==> src/rtl/bus_pkg.sv <==
// Shared bus types and widths for the serial bus slave endpoint.
// Optional read split support is enabled with SLAVE_SPLIT_EN.
package bus_pkg;

  localparam int ADDR_BITS = 16;
  localparam int DATA_BITS = 8;
  localparam int ID_BITS   = 4;

  typedef enum logic [2:0] {
    S_IDLE,
    S_ADDR,
    S_RD_WAIT,
    S_RD_DATA,
    S_WR_DATA,
    S_WR_COMMIT
  } slave_state_e;

endpackage

==> src/rtl/bus_shift_reg.sv <==
// Serial-in/serial-out shift register with parallel load.
// Shifts left (MSB out first); load has priority over shift.
module bus_shift_reg
  import bus_pkg::*;
#(
  parameter int W = DATA_BITS
) (
  input  logic         clk,
  input  logic         rst,
  input  logic         load,
  input  logic [W-1:0] load_val,
  input  logic         shift_en,
  input  logic         sin,
  output logic [W-1:0] q,
  output logic         sout
);

  logic [W-1:0] q_q, q_d;

  // next value: parallel load, else shift left inserting sin
  always_comb begin
    q_d = q_q;
    if (load) begin
      q_d = load_val;
    end else if (shift_en) begin
      q_d = {q_q[W-2:0], sin};
    end
  end

  // shifter state
  always_ff @(posedge clk or posedge rst) begin
    if (rst) q_q <= '0;
    else     q_q <= q_d;
  end

  assign q    = q_q;
  assign sout = q_q[W-1];

endmodule

==> src/rtl/slave_port.sv <==
// Serial bus slave endpoint: address decode, write commit, read return.
// Define SLAVE_SPLIT_EN to raise split during long read waits.
module slave_port
  import bus_pkg::*;
#(
  parameter logic [ID_BITS-1:0] SLAVE_ID     = 4'h1,
  parameter int                 MEM_ADDR_W   = 12,
  parameter int                 TIMEOUT      = 64,
  parameter int                 SPLIT_THRESH = 4
) (
  input  logic                  clk,
  input  logic                  rst,
  input  logic                  mode,
  input  logic                  wr_bus,
  input  logic                  master_valid,
  output logic                  slave_ready,
  output logic                  rd_bus,
  output logic                  slave_valid,
  input  logic                  master_ready,
  output logic                  ack,
  output logic                  split,
  output logic [MEM_ADDR_W-1:0] s_addr,
  output logic [DATA_BITS-1:0]  s_wr_data,
  output logic                  s_wr_en,
  output logic                  s_rd_en,
  input  logic [DATA_BITS-1:0]  s_rd_data,
  input  logic                  s_rd_valid
);

  localparam logic [5:0] TO_MAX    = 6'(TIMEOUT - 1);
  localparam logic [5:0] SPLIT_CNT = 6'(SPLIT_THRESH);

  slave_state_e state_q, state_d;
  logic [3:0] cnt_q, cnt_d;
  logic [5:0] to_q, to_d;
  logic ack_q, ack_d;
  logic split_q, split_d;
  logic rd_en_q, rd_en_d;

  logic addr_sh, wr_sh, rd_ld, rd_sh;
  logic timed, moved;
  logic w_hs, r_hs;
  logic [ADDR_BITS-1:0] addr_q;
  logic [DATA_BITS-1:0] wr_q, rd_q;
  logic wr_sout, rd_sout;

  assign slave_ready = (state_q == S_IDLE) || (state_q == S_ADDR) ||
                       (state_q == S_WR_DATA);
  assign slave_valid = (state_q == S_RD_DATA);
  assign w_hs = master_valid & slave_ready;
  assign r_hs = slave_valid & master_ready;

  bus_shift_reg #(.W(ADDR_BITS)) u_addr (
    .clk(clk), .rst(rst), .load(1'b0), .load_val('0),
    .shift_en(addr_sh), .sin(wr_bus), .q(addr_q), .sout()
  );

  bus_shift_reg #(.W(DATA_BITS)) u_wdata (
    .clk(clk), .rst(rst), .load(1'b0), .load_val('0),
    .shift_en(wr_sh), .sin(wr_bus), .q(wr_q), .sout(wr_sout)
  );

  bus_shift_reg #(.W(DATA_BITS)) u_rdata (
    .clk(clk), .rst(rst), .load(rd_ld), .load_val(s_rd_data),
    .shift_en(rd_sh), .sin(1'b0), .q(rd_q), .sout(rd_sout)
  );

  // transfer sequencing, ID decode, timeout and split control
  always_comb begin
    state_d = state_q;
    cnt_d   = cnt_q;
    to_d    = to_q;
    ack_d   = ack_q;
    split_d = split_q;
    rd_en_d = 1'b0;
    addr_sh = 1'b0;
    wr_sh   = 1'b0;
    rd_ld   = 1'b0;
    rd_sh   = 1'b0;
    unique case (state_q)
      S_IDLE: begin
        if (w_hs) begin
          addr_sh = 1'b1;
          cnt_d   = 4'd1;
          state_d = S_ADDR;
        end
      end
      S_ADDR: begin
        if (w_hs) begin
          addr_sh = 1'b1;
          cnt_d   = cnt_q + 4'd1;
          to_d    = '0;
          if (cnt_q == 4'(ID_BITS - 1))
            ack_d = ({addr_q[ID_BITS-2:0], wr_bus} == SLAVE_ID);
          if (cnt_q == 4'd5 && !ack_q)
            state_d = S_IDLE;
          if (cnt_q == 4'd15 && ack_q) begin
            cnt_d = '0;
            if (mode) begin
              state_d = S_WR_DATA;
            end else begin
              state_d = S_RD_WAIT;
              rd_en_d = 1'b1;
            end
          end
        end
      end
      S_WR_DATA: begin
        if (w_hs) begin
          wr_sh = 1'b1;
          cnt_d = cnt_q + 4'd1;
          to_d  = '0;
          if (cnt_q == 4'd7) state_d = S_WR_COMMIT;
        end
      end
      S_WR_COMMIT: begin
        state_d = S_IDLE;
      end
      S_RD_WAIT: begin
        if (s_rd_valid) begin
          rd_ld   = 1'b1;
          cnt_d   = '0;
          to_d    = '0;
          split_d = 1'b0;
          state_d = S_RD_DATA;
        end else begin
`ifdef SLAVE_SPLIT_EN
          if (!split_q && (to_q + 6'd1) == SPLIT_CNT)
            split_d = 1'b1;
`endif
        end
      end
      S_RD_DATA: begin
        if (r_hs) begin
          rd_sh = 1'b1;
          cnt_d = cnt_q + 4'd1;
          to_d  = '0;
          if (cnt_q == 4'd7) state_d = S_IDLE;
        end
      end
      default: state_d = S_IDLE;
    endcase

    timed = (state_q == S_ADDR) || (state_q == S_WR_DATA) ||
            (state_q == S_RD_WAIT) || (state_q == S_RD_DATA);
    moved = addr_sh | wr_sh | rd_sh | rd_ld;
    if (timed && !moved && !split_q) begin
      if (to_q == TO_MAX) state_d = S_IDLE;
      else                to_d    = to_q + 6'd1;
    end

    if (state_d == S_IDLE) begin
      ack_d   = 1'b0;
      split_d = 1'b0;
      cnt_d   = '0;
      to_d    = '0;
    end
  end

  // control state registers
  always_ff @(posedge clk or posedge rst) begin
    if (rst) begin
      state_q <= S_IDLE;
      cnt_q   <= '0;
      to_q    <= '0;
      ack_q   <= 1'b0;
      split_q <= 1'b0;
      rd_en_q <= 1'b0;
    end else begin
      state_q <= state_d;
      cnt_q   <= cnt_d;
      to_q    <= to_d;
      ack_q   <= ack_d;
      split_q <= split_d;
      rd_en_q <= rd_en_d;
    end
  end

  assign rd_bus    = rd_sout;
  assign ack       = ack_q;
  assign split     = split_q;
  assign s_addr    = addr_q[MEM_ADDR_W-1:0];
  assign s_wr_data = wr_q;
  assign s_wr_en   = (state_q == S_WR_COMMIT);
  assign s_rd_en   = rd_en_q;

  logic unused_ok;
  assign unused_ok = ^{addr_q[ADDR_BITS-1:MEM_ADDR_W], rd_q, wr_sout,
                       SPLIT_CNT};

endmodule

==> config.mk <==
export PLATFORM = sky130hd
export DESIGN_NAME = slave_port
export DESIGN_NICKNAME = d
export VERILOG_FILES = /design/src/rtl/bus_pkg.sv /design/src/rtl/bus_shift_reg.sv /design/src/rtl/slave_port.sv
export SDC_FILE = /design/constraint.sdc
export NUM_CORES = 1
export LEC_CHECK = 0
export ABC_AREA = 1
export CAP_MARGIN = 5
export CORE_MARGIN = 5
export CORE_UTILIZATION = 36
export DETAILED_ROUTE_END_ITERATION = 7
export GPL_TIMING_DRIVEN = 0
export SLEW_MARGIN = 30
export SYNTH_ARGS = -nofsm -noshare
export SYNTH_HDL_FRONTEND = slang
export SYNTH_SLANG_ARGS = --single-unit
==> constraint.sdc <==
create_clock -name clk -period 1.9 [get_ports clk]
set_clock_uncertainty 0.05 [all_clocks]
set_input_delay 0.38 -clock clk [delete_from_list [all_inputs] [get_ports clk]]
set_output_delay 0.38 -clock clk [all_outputs]
set_load 0.01 [all_outputs]
==> metrics.txt <==
antenna violation net count after detailed routing 0; CP Class reg2out; final worst slack around 77 ps; f_max 549 MHz; total core area about 6300 µm²; Reg area ~1100 µm²; Die Span X 90.9 µm; share of the synthesized area in the top cell type 45.6%; Reg power frac around 40%; HP Class in2async; Routed WL per cell about 12 µm; Commonest cells post-synth 85 x nand2_1, 43 x dfrtp_1, 38 x inv_1, 34 x o21ai_0, 14 x nor2_1; startpoint types register; status finished, final reports clean; vias post-DR approximately 1900; slowest stage cell, crit path dfrtp_1; first-pass GRT wire length ~9 mm; Synth cell types 30; initial detailed-routing violation count roughly 120; Final setup viols 0; Layout Utilization approximately half; CTS Root Cell clkbuf_8; CTS sink cnt between 40 and 50; most common cell in the synthesized netlist nand2_1; initial antenna violation count 0; Synth async-reset ratio between 90% and 100%; switching part of the total about 33%; WL met1 approximately 2.6 mm; post-synthesis sequential area ratio 45.6%; synthesized cell area 2360 µm²; setup slack, reg-to-reg approximately 130 ps; Pleak ~1.5 nW; Mapped Nets roughly 310; Max Cap Viol 0; Final period util a little over nine tenths; GPL Wtd Cong between 0.8 and 0.9; Tmin final 1820 ps; ratio of cells with drive above 1 in the final layout about a fifth; post-route DRC violation count 0; Rows 29; Switch Pwr approximately 0.00093 W; Die Ht approximately 91 µm; antenna cells 0; Top Metal Used met4; nets ~370; Area Growth Syn to Fin 31.1%; most used cell, CP nand2_1; CTS clock-pin slew for the worst setup and hold paths around 90 ps; Total GRT Usage between 10% and 20%; I/O Buffers 40; pins over their slew limit 0; CP Max Fanout 8; part of the power in combinational logic around 33%; metal3 WL ~200 µm; post-synthesis register bit count 43; max incr delay on CP around 380 ps; Arrival @ worst endpoint around 1400 ps; clk_lat worst skew about 290 ps; worst path cell trace buf_6 -> inv_4 -> nand2_1 -> nand2_1 -> clkdlybuf4s15_1; Max VDD drop 0.455 mV; initial core utilization approximately 37%; TritonCTS clock tree yes; Max Root-Sink Buffers 2; Critical Path Sink Type output port; # IOs 42; die area roughly 8300 µm²; pin count of the biggest net entering global routing 30; Clk network pwr share a little over a quarter; RSZ-0062 raised after global routing no; cts hold-fix bufs 0; Multi-input gate area around 1100 µm²; Yosys top cell by area dfrtp_1; syn avg cell area between 7 and 8 µm²; post-detail-place hpwl 3.74 mm; vias in the first global route approximately 1900; synth warn 0; WL final between 5 and 6 mm; Primary FF master, synth dfrtp_1; DR vias/cell 4.56; TritonCTS buffer count 5; CTS HTree Levels 2; met2 wire length 2.24 mm; DRT Pass-1 Iters 4; Gate Count Post-Synth 296; global route overflow 0; Internal 0.00190 W; power per cell area 917 nW/µm²; EDFF count, synth 0; FILL cells 603; CP required ~1500 ps; Synth area leaders dfrtp_1 46%, nand2_1 14%, o21ai_0 7.2%; Worst Setup Slack post-DPL -280 ps; Hold Fails Final Rpt 0
==> critical path: cells and delay by family (launching register included) <==
family | cells | cell delay, ps
buf+inv | 3 | 500
flops | 1 | 380
simple gates | 2 | 220
==> through the flow <==
step / hold WS [ps] / instances / area, µm² / TNS, ps / power [W]
3_3_place_gp: 405 / 413 / 2860 / -27340 / 0.00195
3_5_place_dp: 410 / 414 / 2880 / -5220 / 0.00197
6_report: 321 / 425 / 3090 / 0 / 0.00283
4_1_cts: 329 / 422 / 2990 / 0 / 0.00274
2_1_floorplan: 393 / 296 / 2360 / 0 / 0.00171
5_1_grt: 356 / 425 / 3090 / 0 / 0.00303
==> kinds of logic after synthesis <==
| group | Yosys count | synth area share [%] |
|---|---|---|
| and+or+nand+nor | 154 | 33.0 |
| buffers and inverters | 52 | 9.97 |
| DFF | 43 | 45.6 |
| AOI/OAI and AO/OA | 42 | 9.28 |
| adders and majority gates | 3 | 1.59 |
| xor gates and xnor gates | 1 | 0.371 |
| other | 1 | 0.159 |
==> cell type report <==
type	count	area share (%)
repair buffers	44	14.9
well taps	77	3.12
plain buffers	8	2.35
clock inverters	2	1.25
flip-flops and latches	43	34.8
multi-input cells	201	35.5
clock buffers	6	2.67
inverters	44	5.42
==> flip-flops by register name, indices dropped and copies added (netlist names) <==
signal / flops
ack: 1
cnt_q: 4
u_addr.q: 12
to_q: 6
u_wdata.q: 8
state_q: 3
u_rdata.q: 8
s_rd_en: 1
==> final timing paths <==
check	startpoint	end	cells past startpoint
max	state_q[2]$_DFF_PP0_	slave_ready	5
min	rst	u_wdata.q[5]$_DFFE_PP0P_	2
max reg2reg	state_q[0]$_DFF_PP0_	to_q[3]$_DFF_PP0_	12
min reg2reg	u_wdata.q[7]$_DFFE_PP0P_	u_wdata.q[7]$_DFFE_PP0P_	2
max in group asynchronous	rst	u_wdata.q[1]$_DFFE_PP0P_	3
min in group clk	u_wdata.q[7]$_DFFE_PP0P_	u_wdata.q[7]$_DFFE_PP0P_	2
==> placed cells by master (no fill, tap or decap), drive strengths merged <==
cell type      instances
a21oi                  5
clkbuf                 9
nand3                 15
dfrtp                 43
clkinv                 1
o22ai                  1
dlygate4sd2            2
nor2                  31
o2111ai                1
buf                    9
clkdlybuf4s50         36
or2                    2
o21ai                 34
nand4                  8
xor2                   1
dlymetal6s2s           1
nor3                   2
conb                   1
inv                   44
clkdlybuf4s15          1
o311ai                 1
nand2                 96
ha                     3
bufinv                 1
==> metal layers <==
layer  track usage (%)  vias to the layer above
met5                 0                        -
met4              5.75                        0
met3              3.06                        5
met2              19.1                       30
met1              18.4                      875
li1                  -                     1027
==> power by group through the flow <==
| stage | Clock [W] | Combinational [W] | Sequential, W |
|---|---|---|---|
| finish | 0.000764 | 0.000932 | 0.00114 |
| global route | 0.000828 | 0.00104 | 0.00116 |
| CTS | 0.000789 | 0.000823 | 0.00113 |
| detailed placement | 0 | 0.000817 | 0.00115 |
| global placement | 0 | 0.000801 | 0.00115 |
| floorplan | 0 | 0.000563 | 0.00115 |
==> timing repair <==
item                       in CTS  in global routing
gates cloned                    0                  1
setup endpoints to repair       3                 22
resized for setup               3                 18
buffers inserted                0                  2
pin swaps                       0                  1
Note: power is estimated with default switching activity, not from simulation.
